==> config.mk <==
export PLATFORM = sky130hd
export DESIGN_NAME = axis_in_data_unpackage
export DESIGN_NICKNAME = d
export VERILOG_FILES = /design/src/rtl/axis_in_data_unpackage.sv
export SDC_FILE = /design/constraint.sdc
export NUM_CORES = 1
export LEC_CHECK = 0
export BUFFER_PORTS_ARGS = -buffer_cell sky130_fd_sc_hd__buf_2
export CAP_MARGIN = 20
export CELL_PAD_IN_SITES_DETAIL_PLACEMENT = 1
export CELL_PAD_IN_SITES_GLOBAL_PLACEMENT = 1
export CORE_MARGIN = 2
export CORE_UTILIZATION = 46
export CTS_CLUSTER_SIZE = 24
export DETAILED_ROUTE_END_ITERATION = 12
export GPL_TIMING_DRIVEN = 0
export PLACE_DENSITY = 0.72
export SLEW_MARGIN = 10
export SYNTH_ARGS = -nofsm -noshare
export SYNTH_HDL_FRONTEND = slang
export SYNTH_SLANG_ARGS = --single-unit
export TNS_END_PERCENT = 100
==> constraint.sdc <==
create_clock -name clk -period 2.5 [get_ports clk]
set_input_delay 0.125 -clock clk [delete_from_list [all_inputs] [get_ports clk]]
set_output_delay 0.125 -clock clk [all_outputs]
set_load 0.05 [all_outputs]
==> src/rtl/axis_in_data_unpackage.sv <==
// AXI4-Stream slave that buffers 32-bit words in a small FIFO and serialises each
// word LSB-first onto a 1-bit valid/ready stream, flagging layer ends from TLAST.
module axis_in_data_unpackage #(
   parameter int unsigned FIFO_DEPTH           = 4,
   parameter int unsigned C_S_AXIS_TDATA_WIDTH = 32
) (
   input  logic                          clk,
   input  logic                          rst,
   input  logic [C_S_AXIS_TDATA_WIDTH-1:0]   S_AXIS_TDATA,
   input  logic [C_S_AXIS_TDATA_WIDTH/8-1:0] S_AXIS_TSTRB,
   input  logic                          S_AXIS_TVALID,
   input  logic                          S_AXIS_TLAST,
   output logic                          S_AXIS_TREADY,
   output logic                          out_valid,
   output logic                          out_data,
   output logic                          out_last,
   input  logic                          out_ready,
   output logic                          layer_finish,
   output logic [$clog2(FIFO_DEPTH):0]   fifo_count
);

   localparam int unsigned PtrW = $clog2(FIFO_DEPTH);
   localparam int unsigned CntW = $clog2(C_S_AXIS_TDATA_WIDTH);
   localparam int unsigned EntW = C_S_AXIS_TDATA_WIDTH + 1;

   localparam logic StIdle  = 1'b0;
   localparam logic StShift = 1'b1;

   localparam logic [PtrW-1:0] PtrOne    = PtrW'(1);
   localparam logic [PtrW:0]   CountOne  = (PtrW + 1)'(1);
   localparam logic [PtrW:0]   CountFull = (PtrW + 1)'(FIFO_DEPTH);
   localparam logic [CntW-1:0] BitOne    = CntW'(1);
   localparam logic [CntW-1:0] BitLast   = CntW'(C_S_AXIS_TDATA_WIDTH - 1);

   logic [EntW-1:0] mem_q [FIFO_DEPTH];
   logic [PtrW-1:0] wr_ptr_q, wr_ptr_d;
   logic [PtrW-1:0] rd_ptr_q, rd_ptr_d;
   logic [PtrW:0]   count_q, count_d;

   logic                            state_q, state_d;
   logic [C_S_AXIS_TDATA_WIDTH-1:0] shreg_q, shreg_d;
   logic                            last_q, last_d;
   logic [CntW-1:0]                 bitcnt_q, bitcnt_d;
   logic                            layer_finish_q, layer_finish_d;

   logic            push, pop, fire, word_done, fifo_empty;
   logic [EntW-1:0] head;
   logic            unused_tstrb;

   // Strobes carry no meaning here: every word is emitted as a full word.
   assign unused_tstrb = ^S_AXIS_TSTRB;

   assign fifo_empty    = (count_q == '0);
   assign S_AXIS_TREADY = !rst && (count_q != CountFull);
   assign push          = S_AXIS_TVALID && S_AXIS_TREADY;
   assign head          = mem_q[rd_ptr_q];

   assign fire      = (state_q == StShift) && out_ready;
   assign word_done = fire && (bitcnt_q == BitLast);
   // Reload on the final bit's edge so consecutive words stream without a bubble.
   assign pop       = !fifo_empty && ((state_q == StIdle) || word_done);

   assign out_valid    = (state_q == StShift);
   assign out_data     = shreg_q[0];
   assign out_last     = out_valid && last_q && (bitcnt_q == BitLast);
   assign layer_finish = layer_finish_q;
   assign fifo_count   = count_q;

   always_comb begin
      wr_ptr_d = wr_ptr_q;
      rd_ptr_d = rd_ptr_q;
      count_d  = count_q;
      if (push) wr_ptr_d = wr_ptr_q + PtrOne;
      if (pop)  rd_ptr_d = rd_ptr_q + PtrOne;
      unique case ({push, pop})
         2'b10:   count_d = count_q + CountOne;
         2'b01:   count_d = count_q - CountOne;
         default: count_d = count_q;
      endcase
   end

   always_comb begin
      state_d        = state_q;
      shreg_d        = shreg_q;
      last_d         = last_q;
      bitcnt_d       = bitcnt_q;
      layer_finish_d = fire && out_last;
      if (pop) begin
         shreg_d  = head[C_S_AXIS_TDATA_WIDTH-1:0];
         last_d   = head[EntW-1];
         bitcnt_d = '0;
         state_d  = StShift;
      end else if (fire) begin
         shreg_d  = shreg_q >> 1;
         bitcnt_d = bitcnt_q + BitOne;
         if (word_done) state_d = StIdle;
      end
   end

   always_ff @(posedge clk) begin
      if (push) mem_q[wr_ptr_q] <= {S_AXIS_TLAST, S_AXIS_TDATA};
   end

   always_ff @(posedge clk) begin
      if (rst) begin
         wr_ptr_q       <= '0;
         rd_ptr_q       <= '0;
         count_q        <= '0;
         state_q        <= StIdle;
         shreg_q        <= '0;
         last_q         <= 1'b0;
         bitcnt_q       <= '0;
         layer_finish_q <= 1'b0;
      end else begin
         wr_ptr_q       <= wr_ptr_d;
         rd_ptr_q       <= rd_ptr_d;
         count_q        <= count_d;
         state_q        <= state_d;
         shreg_q        <= shreg_d;
         last_q         <= last_d;
         bitcnt_q       <= bitcnt_d;
         layer_finish_q <= layer_finish_d;
      end
   end

endmodule

==> impl_results.md, run 1 <==
- Max Clk Rate: around 420 MHz
- CP max-delay cell: fa_1
- GRT Residual Overflow: 0
- WP data required: ~2.9 ns
- Layout cells sized above 1: about 28%
- Area of the die: about 17000 µm²
- Final core occ: between 50% and 60%
- # setup viols final: 0
- H-tree Lvls: 4
- Most common cell after layout, fill and taps aside: edfxtp_1
- MaxCap Viol Count: 0
- RSZ-0062 raised after global routing: no
- Most frequent cells in the layout: edfxtp_1, buf_2, dfxtp_1
- Die width: between 100 and 150 µm
- Area of the core: roughly 15000 µm²
- Final worst setup slack: roughly 0.11 ns
- Final non-filler cell total: around 750
- Setup TNS: 0 ns
- Minimum clock period: about 2.4 ns
- Vias: 4216
- Crit path max-delay family: adder cells
- Vias/cell: ~5.6
- Yosys top cell by area: edfxtp_1
- Worst-Skew Late Latency: 0.42 ns
- DR iter-0 viols: 299
- CP startpoint: bitcnt_q[0]$_SDFFE_PP0P_
- Port buffer count: 42
- IO Pins: slightly below 50
- Placed instance area: around 7600 µm²
- Sw Pwr: 2.992 mW
- Sw Share: a little under a third
- CP Depth: 12
- Leakage: 2.910 nW
- CP startpoint kind: register
- WL/cell: between 20 and 25 µm
- Register area share after synthesis: between 60% and 70%
- Register bit total from synthesis: between 150 and 200
- Outcome: finished clean
- Nets: ~600
- Cells on worst reg2reg path: 12
- Inst Count DP: around 680
- Worst-margin pin slew: approximately 1.0 ns
- Setup crit end: fifo_count[2]$_SDFFE_PP0P_
- WP buf/inv: 2
- Reg2reg setup slack: approximately 0.11 ns
- Initial Util: between 40% and 50%
- Distinct cells, synth: 39
- TritonCTS clock tree: yes
- Post-route design area: slightly below 9000 µm²
- Pin count of the biggest net entering global routing: 34
- DRC Markers: 0
- CTS buffer count: 17
- Cell breakdown of the critical path: ha_1 > and3_4 > ha_4 > a21bo_4 > nand2_4 > inv_6 > ha_4 > inv_1 > fa_1 > xor2_1 > or3_1 > a21oi_1
- Top area cells in the synthesized netlist: edfxtp_1, dfxtp_1, mux4_2, a311oi_1, nand3_1
- Most common cell on crit path: ha_4
- FP Rows: 45
- Clock Pin Slew Worst Setup and Hold Paths: around 0.06 ns
- Peak VDD IR: 608.3 µV
- Syn-to-layout area delta: 21.08%
- Place WS: -0.3680 ns
- Final Hold Fails: 0
- FF-to-FF End: fifo_count[2]$_SDFFE_PP0P_
- Drt total wl: ~16 mm
- Combinational power share: 30.8%
- Initial antenna violation count: 0
- First-pass GRT wire length: 25.08 mm
- Internal power: 6.555 mW
- Vias in the first global route: around 4600
- Cell Area, Synth: between 7000 and 8000 µm²
- Final period util: a little over nine tenths
- Share of the synthesized area in the top cell type: 55.25%
- Clk pwr share: just under 30%
- Total track usage: between 20 and 25%
- Pins Over Slew Limit: 0
- Synth warnings: 0
- Post-DP HPWL: approximately 9.3 mm
- CTS Buffer Depth: 2
- Final ANT Viol Nets: 0
- Gate Count Post-Synth: roughly 450
- Ant diodes: 0
- Seq pwr share: roughly two fifths
- Mapped Avg Cell Area: around 16 µm²
- Hold/Removal Path Class: in -> reg
- Syn_nets: about 500
- Clock root buffer: clkbuf_16
- Crit path kind: reg -> reg
- CP max FO: 5
- CP max stage delay: about 0.37 ns
- Crit. End Element: register
- Chip height: 128.9 µm
- Origin of the critical flop-to-flop path: bitcnt_q[0]$_SDFFE_PP0P_
- Power per cell area: about 1100 nW/µm²
- Arr. time, crit path: around 2.7 ns
- Max_slew headroom: 30.12%
- RePlAce Congestion: ~0.75
- Pre-antenna DRT Iters: 4
- Max Clock Skew: around 0.0075 ns
- CTS Sinks: approximately 180
routing by layer:
metal / track usage, % / wire [µm] / vias up
met1: 26.74 / 7010 / 2152
met3: 4.075 / 412 / 24
met4: 7.801 / 286 / 0
met5: 0 / 0 / -
li1: - / - / 1956
met2: 33.83 / 8007 / 84
synth_stat cells, drive strengths merged:
cell type	instances
nor3b	2
a21oi	7
ha	7
and2	4
nor2	6
nor3	37
or3	4
mux4	33
inv	8
a31o	1
nand2	34
xor2	4
and3	2
clkbuf	10
nand2b	1
buf	25
nand3	35
o21ai	4
a311oi	32
dfxtp	49
a211oi	1
edfxtp	132
o211ai	1
mux2i	3
a21bo	1
a21boi	1
mux2	1
fa	1
what timing repair did:
action,CTS,global route
setup buffers,2,4
resized for setup,10,2
pin swaps,1,0
endpoints found under the hold margin,132,0
endpoints found under the setup margin,2,79
hold buffers,33,0
worst register-to-register path, stage by stage (launching register included):
cell,delay (ns)
dfxtp_2,0.34
ha_1,0.16
and3_4,0.20
ha_4,0.13
a21bo_4,0.14
nand2_4,0.09
inv_6,0.09
ha_4,0.13
inv_1,0.05
fa_1,0.37
xor2_1,0.18
or3_1,0.31
a21oi_1,0.13
stage by stage:
step           hold slack [ns]  power [mW]
3_5_place_dp            0.3405       6.629
5_1_grt                 0.1602       10.01
4_1_cts                 0.1464       9.544
3_3_place_gp            0.3337       6.494
6_report                0.1606       9.547
2_1_floorplan           0.2239       5.876
power by group through the flow:
stage	Combinational, mW	Sequential [mW]	Clock (mW)
finish	2.94	3.81	2.81
global route	3.21	3.84	2.95
CTS	2.90	3.80	2.84
detailed placement	2.77	3.86	0
global placement	2.66	3.83	0
floorplan	1.97	3.91	0
kinds of logic (layout without fill, tap and decap cells):
| group | count (synthesis) | in the layout | share of synthesized area, % |
|---|---|---|---|
| xor gates and xnor gates | 4 | 4 | 0.4883 |
| muxes | 37 | 37 | 11.09 |
| DFF | 181 | 181 | 68.92 |
| buffers and inverters | 43 | 156 | 3.558 |
| and+or+nand+nor | 125 | 125 | 9.034 |
| AOI/OAI and AO/OA | 48 | 48 | 5.406 |
| adders and majority gates | 8 | 8 | 1.500 |
registers in the layout, indices dropped and copies added (netlist names), named ones only:
name and cells:
bitcnt_q 5, rd_ptr_q 2, out_valid 1, shreg_q 32, fifo_count 3, mem_q 132, layer_finish 1, wr_ptr_q 2
last_q 1
final cells by class:
cell class	instances	area [µm²]
Multi-Input combinational cell	222	2026
Clock buffer	24	524.3
Clock inverter	8	108.9
Buffer	35	225.2
Inverter	8	35.03
Tap cell	188	235.2
Sequential cell	181	4947
Fill cell	1419	6515
Timing Repair Buffer	81	585.6
worst min-delay path by stage:
stage | from | endpoint | slack, ns | depth (start not counted)
after CTS | S_AXIS_TVALID | wr_ptr_q[0]$_SDFFE_PP0P_ | 0.15 | 3
after floorplan | S_AXIS_TDATA[0] | mem_q[0][0]$_DFFE_PP_ | 0.22 | 0
final | S_AXIS_TVALID | wr_ptr_q[0]$_SDFFE_PP0P_ | 0.16 | 3
after detailed placement | S_AXIS_TDATA[0] | mem_q[0][0]$_DFFE_PP_ | 0.34 | 1
after global routing | S_AXIS_TVALID | wr_ptr_q[0]$_SDFFE_PP0P_ | 0.16 | 3
after global placement | S_AXIS_TDATA[2] | mem_q[3][2]$_DFFE_PP_ | 0.33 | 1
(Power assumes the default switching activity.)
==> run 2, diff against run 1 <==
ABC_AREA = 1   (was not set)
CORE_ASPECT_RATIO = 0.75   (was not set)
CORE_UTILIZATION = 43   (was 46)
PLACE_DENSITY = 0.73   (was 0.72)
==> run 2 against run 1 <==
Synthesized cell count increased by 81%; clock power is 7% higher; synthesized area grew 9.6%; worst hold slack worse by 0.078 ns; clock skew about the same; maximum frequency rose by 3.2%.
==> impl_results.md, run 2 <==
- Outcome: finished clean
- Pins Over Slew Limit: 0
- Minimum clock period: around 2.3 ns
- Final Hold Fails: 0
- CP max-delay cell: fa_1
- Final ANT Viol Nets: 0
- Synthesized-area fraction occupied by xor and xnor cells: less than 1%
- Initial antenna violation count: 0
- Commonest cells post-synth: nand2_1, nor2_1, edfxtp_1
- CTS Buffer Depth: 2
- RePlAce Congestion: roughly 0.74
- Filler cells: 1971
- WL/cell: approximately 17 µm
- # setup viols final: 0
- Power per cell area: between 1000 and 1500 nW/µm²
- Pre-antenna DRT Iters: 4
- Gate Count Post-Synth: 808
- Register area share after synthesis: roughly 63%
- Share of the synthesized area in the top cell type: between 50% and 60%
- Syn_nets: ~860
- Top-count cell post-synth: nand2_1
- DRC Markers: 0
- Place WS: -0.1188 ns
- Biggest register: mem_q
- CTS Sinks: 181
- Drt total wl: 20.28 mm
- Worst-margin pin slew: roughly 0.65 ns
- Post-synth ARST share: 0%
- First-pass GRT wire length: 32.86 mm
- Synth Area in Compound Gates: 2.895%
- Max FFs per register: ~130
- Multiplexer share of the synthesized area: 0%
- Initial Util: 44.29%
- Hold/Removal Path Class: in -> reg
- Area occupied by multi-input gates: ~2300 µm²
- Post-route design area: between 9000 and 10000 µm²
- Max_slew headroom: around 56%
- Clock root buffer: clkbuf_16
- Nets: slightly below 1000
- Setup TNS: 0 ns
- WP data required: roughly 2.8 ns
- Synth Area in Adders: 1.368%
- H-tree Lvls: 4
- CP max stage delay: around 0.38 ns
- Final worst setup slack: ~0.18 ns
- Main combinational cell family by area after synthesis: simple AND/OR/NAND/NOR gates
- CTS buffer count: 17
- Chip height: about 120 µm
- Largest regs: mem_q (132), shreg_q (32), bitcnt_q (5)
- Ant diodes: 0
- Flip-flop and latch area: approximately 5000 µm²
- Number of synthesized flops with an enable pin: 132
- Pin count of the biggest net entering global routing: 22
- Most common cell after layout, fill and taps aside: nand2_1
- Vias in the first global route: roughly 6300
- CP max FO: 8
- Vias: ~5700
- Cell breakdown of the critical path: ha_2 > nand2_1 > nor2_2 > ha_2 > nand2_1 > nand2_2 > nand2_4 > clkinv_8 > ha_2 > inv_1 > fa_1 > inv_1 > nand2_1 > nand3_1 > nand2_1 > nand2_1 > nor2_1
- GRT Residual Overflow: 0
- Max Clk Rate: around 430 MHz
- Worst-Skew Late Latency: about 0.44 ns
- MaxCap Viol Count: 0
- Register bit total from synthesis: ~180
- CP startpoint kind: register
- Placed instance area: 8514 µm²
- Yosys top cell by area: edfxtp_1
- Mapped Avg Cell Area: 9.736 µm²
- Most frequent cells in the layout: nand2_1, nor2_1, edfxtp_1
- Syn-to-layout area delta: 21.57%
- Leakage: around 4 nW
- Area of the die: around 19000 µm²
- Final period util: between 90% and 100%
- Top area cells in the synthesized netlist: edfxtp_1, dfxtp_1, nand2_1, nor2_1, inv_1
- Crit path kind: reg -> reg
- Cell Area, Synth: 7866 µm²
- TritonCTS clock tree: yes
- Layout cells sized above 1: a little under a fifth
- Synth Area in Simple Gates: between 20% and 30%
- Synth warnings: 0
- Crit. End Element: register
- Main synth FF type: edfxtp_1
- IO Pins: 49
- Fin Hold WS: a little over 0.08 ns
- FP Rows: between 40 and 50
- Distinct cells, synth: 28
- Arr. time, crit path: ~2.7 ns
- Max Clock Skew: 0.007811 ns
- Die width: around 160 µm
- Clock Pin Slew Worst Setup and Hold Paths: roughly 0.070 ns
- Vias/cell: ~4.9
- Area of the core: ~18000 µm²
- Post-DP HPWL: roughly 13 mm
- Peak VDD IR: 591.8 µV
- DR iter-0 viols: between 300 and 400
- Most common cell on crit path: nand2_1
- Port buffer count: 44
- Total track usage: roughly 22%
-- run 2: logic make-up (layout without fill, tap and decap cells) --
logic type,count (synthesis),count (layout)
flops,181,181
buf+inv,130,248
xor+xnor,1,1
simple gates,444,444
fa+ha+maj,8,8
compound gates,44,44
-- run 2: what timing repair did --
item                       in CTS  in global routing
setup buffers                   0                  4
hold endpoints to repair      138                  0
setup endpoints to repair       2                  2
hold buffers                   35                  0
resized for setup               5                  7
pin swaps                       0                  0
-- run 2: power by group --
group / total [mW] / internal, mW / leakage (nW) / switching (mW)
Combinational: 3.48 / 1.24 / 2.10 / 2.24
Sequential: 3.75 / 3.57 / 1.60 / 0.179
Clock: 3.00 / 1.79 / 0.315 / 1.21
-- run 2: path summary, 6_finish.rpt --
check | start | endpoint | slack [ns] | cells after the start
setup / recovery | bitcnt_q[0]$_SDFFE_PP0P_ | fifo_count[2]$_SDFFE_PP0P_ | 0.18 | 17
hold reg to reg | bitcnt_q[4]$_SDFFE_PP0P_ | bitcnt_q[4]$_SDFFE_PP0P_ | 0.49 | 2
setup reg to reg | bitcnt_q[0]$_SDFFE_PP0P_ | fifo_count[2]$_SDFFE_PP0P_ | 0.18 | 17
hold / removal | out_ready | out_valid$_SDFFE_PP0P_ | 0.08 | 4
-- run 2: worst max-delay path: cells and delay by family (launching register included) --
kind,cells,cell delay (ns)
buf+inv,3,0.20
simple gates,10,0.72
flops,1,0.37
fa+ha+maj,4,0.92
-- run 2: routing by layer --
layer | GRT usage (%) | share of wire [%]
met1 | 28.26 | 45
met2 | 40.04 | 51
met3 | 3.964 | 2.9
met4 | 5.687 | 1.0
met5 | 0 | 0
-- run 2: metrics by stage --
stage | utilization [%] | cells | power (mW)
after floorplan | - | 808 | 6.179
after global placement | 47.23 | 1094 | 6.947
after detailed placement | 47.94 | 1098 | 7.142
after CTS | 53.65 | 1165 | 10.26
after global routing | 53.84 | 1168 | 10.82
final | 53.84 | 1168 | 10.23
-- run 2: layout make-up --
cell class | count | share of cell area (%)
repair buffers | 87 | 7.275
clock inverters | 15 | 2.355
multi-input cells | 497 | 24.22
well taps | 242 | 3.166
clock buffers | 17 | 4.449
inverters | 91 | 3.703
plain buffers | 38 | 3.101
flip-flops and latches | 181 | 51.73
==> run 3, diff against run 2 <==
CORE_MARGIN = 10   (was 2)
CORE_UTILIZATION = 51   (was 43)
PLACE_DENSITY = 0.81   (was 0.73)
clock period = 2.8 ns   (was 2.5 ns; I/O delays follow)
==> run 3 against run 2 <==
Critical path depth rose by 1; non-clock buffer count decreased by 4; via count is 2.5% higher; sequential cell count is the same; sequential power fell by 10%; final area is 0.58% lower; combinational power down 10%; highest routed layer unchanged; clock skew is 0.00099 ns higher; global-route usage is 1.5 points lower; count of clock-buffer cells in the layout rose by 1; largest power group unchanged.
==> impl_results.md, run 3 (synthesis results as in run 2) <==
- Outcome: finished clean
- Post-DP HPWL: around 13 mm
- Peak VDD IR: 674.2 µV
- Pin count of the biggest net entering global routing: 20
- First-pass GRT wire length: 33.93 mm
- Area of the die: ~21000 µm²
- CTS Buffer Depth: 2
- Arr. time, crit path: 2.94 ns
- IO Pins: between 40 and 50
- Max Clk Rate: around 380 MHz
- Worst-margin pin slew: 0.6896 ns
- H-tree Lvls: 4
- Pins Over Slew Limit: 0
- Final period util: between 90 and 100%
- CP max FO: 10
- WP data required: ~3.1 ns
- Total track usage: 20.85%
- Inst Count DP: about 1100
- CTS buffer count: 17
- Final worst setup slack: between 0.15 and 0.2 ns
- Clock root buffer: clkbuf_16
- Syn-to-layout area delta: 20.87%
- Ant diodes: 0
- Vias/cell: 5.169
- Initial antenna violation count: 0
- Reg2reg setup slack: 0.20 ns
- DRC Markers: 0
- # setup viols final: 0
- Flip-flop and latch area: 4947 µm²
- Pre-antenna DRT Iters: 5
- Max FFs per register: approximately 130
- Die width: about 160 µm
- RSZ-0062 raised after global routing: no
- Minimum clock period: about 2.6 ns
- DR iter-0 viols: roughly 320
- CP startpoint kind: register
- Max Clock Skew: 0.008805 ns
- Most common cell after layout, fill and taps aside: nand2_1
- Port buffer count: 44
- MaxCap Viol Count: 0
- Final non-filler cell total: 1127
- Nets: about 960
- Vias: 5826
- Fin Hold WS: roughly 0.0050 ns
- Crit. End Element: register
- Drt total wl: 21.08 mm
- Worst-Skew Late Latency: ~0.44 ns
- Chip height: 127.6 µm
- Final Hold Fails: 0
- Area occupied by multi-input gates: between 2000 and 2500 µm²
- Max_slew headroom: a little over half
- Area of the core: between 15000 and 20000 µm²
- FP Rows: 39
- Clock Pin Slew Worst Setup and Hold Paths: ~0.070 ns
- Most frequent cells in the layout: nand2_1, nor2_1, edfxtp_1
- Pwr Total: 9.255 mW
- Final ANT Viol Nets: 0
- WL/cell: approximately 19 µm
- Place WS: ~0.097 ns
- Biggest register: mem_q
- CTS Sinks: between 150 and 200
- GRT Residual Overflow: 0
- Largest regs: mem_q (132), shreg_q (32), bitcnt_q (5)
- Layout cells sized above 1: between 15 and 20%
- Leakage: 4.014 nW
- Initial Util: approximately half
- Hold/Removal Path Class: in -> reg
- Crit path kind: reg -> reg
- Vias in the first global route: 6385
- Power per cell area: just under 1000 nW/µm²
- Filler cells: 1689
- TritonCTS clock tree: yes
- RePlAce Congestion: ~0.76
run 3: changes by cell type in the layout (fill, tap and decap cells not counted), moves of 2 or more:
cell and delta:
buf_4 -4, clkinv_1 -2, clkinv_4 -2, clkinvlp_4 +2
ha_1 +2, ha_2 -2
run 3: worst paths after layout:
kind	depth (start not counted)	end	from
max reg2reg	18	fifo_count[2]$_SDFFE_PP0P_	bitcnt_q[0]$_SDFFE_PP0P_
max	18	fifo_count[2]$_SDFFE_PP0P_	bitcnt_q[0]$_SDFFE_PP0P_
min	2	wr_ptr_q[0]$_SDFFE_PP0P_	rst
min reg2reg	2	bitcnt_q[1]$_SDFFE_PP0P_	bitcnt_q[1]$_SDFFE_PP0P_
run 3: layer usage:
layer  vias to the layer above  GRT usage [%]  part of all wire, %  wire [µm]
li1                       2781              -                    -          -
met1                      2895          25.77                   43       9098
met2                       129          36.13                   51      10830
met3                        21          3.787                  4.3        899
met4                         0          6.878                  1.2        257
met5                         -              0                    0          0
run 3: power by group:
part	total, mW	internal (mW)	switching [mW]
logic	3.13	1.08	2.05
registers	3.36	3.19	0.173
clock network	2.76	1.71	1.05
run 3: repair_timing:
item,in CTS,in global routing
gates resized for setup,0,6
buffers inserted,0,0
hold buffers,34,0
endpoints found under the setup margin,0,1
endpoints found under the hold margin,133,0
run 3: worst max-delay path, stage by stage (launching register included):
cell and delay (ns):
dfxtp_2 0.35, ha_1 0.18, nand2_1 0.06, nor2_1 0.13, ha_1 0.19, nand2_1 0.06
nand2_2 0.10, nand2_4 0.07, inv_4 0.12, buf_8 0.16, ha_2 0.20, inv_1 0.07
fa_1 0.39, inv_1 0.08, nand2_1 0.06, nand3_1 0.12, nand2_1 0.06, nand2_1 0.06
nor2_1 0.04
run 3: area by class of cell:
cell class | count | share of cell area [%]
buffer | 39 | 3.277
clock buffer | 18 | 4.619
clock inverter | 14 | 2.579
inverter | 91 | 3.619
multi-input combinational | 497 | 24.28
sequential | 181 | 52.03
tap | 205 | 2.698
timing repair buffer | 82 | 6.896
run 3: per-stage QoR:
step | utilization, % | TNS (ns) | instance area [µm²]
finish | 62.65 | 0 | 9508
global route | 62.65 | 0 | 9508
floorplan | - | -14.48 | 7866
CTS | 62.55 | 0 | 9493
detailed placement | 55.80 | 0 | 8468
global placement | 54.98 | -134.12 | 8343
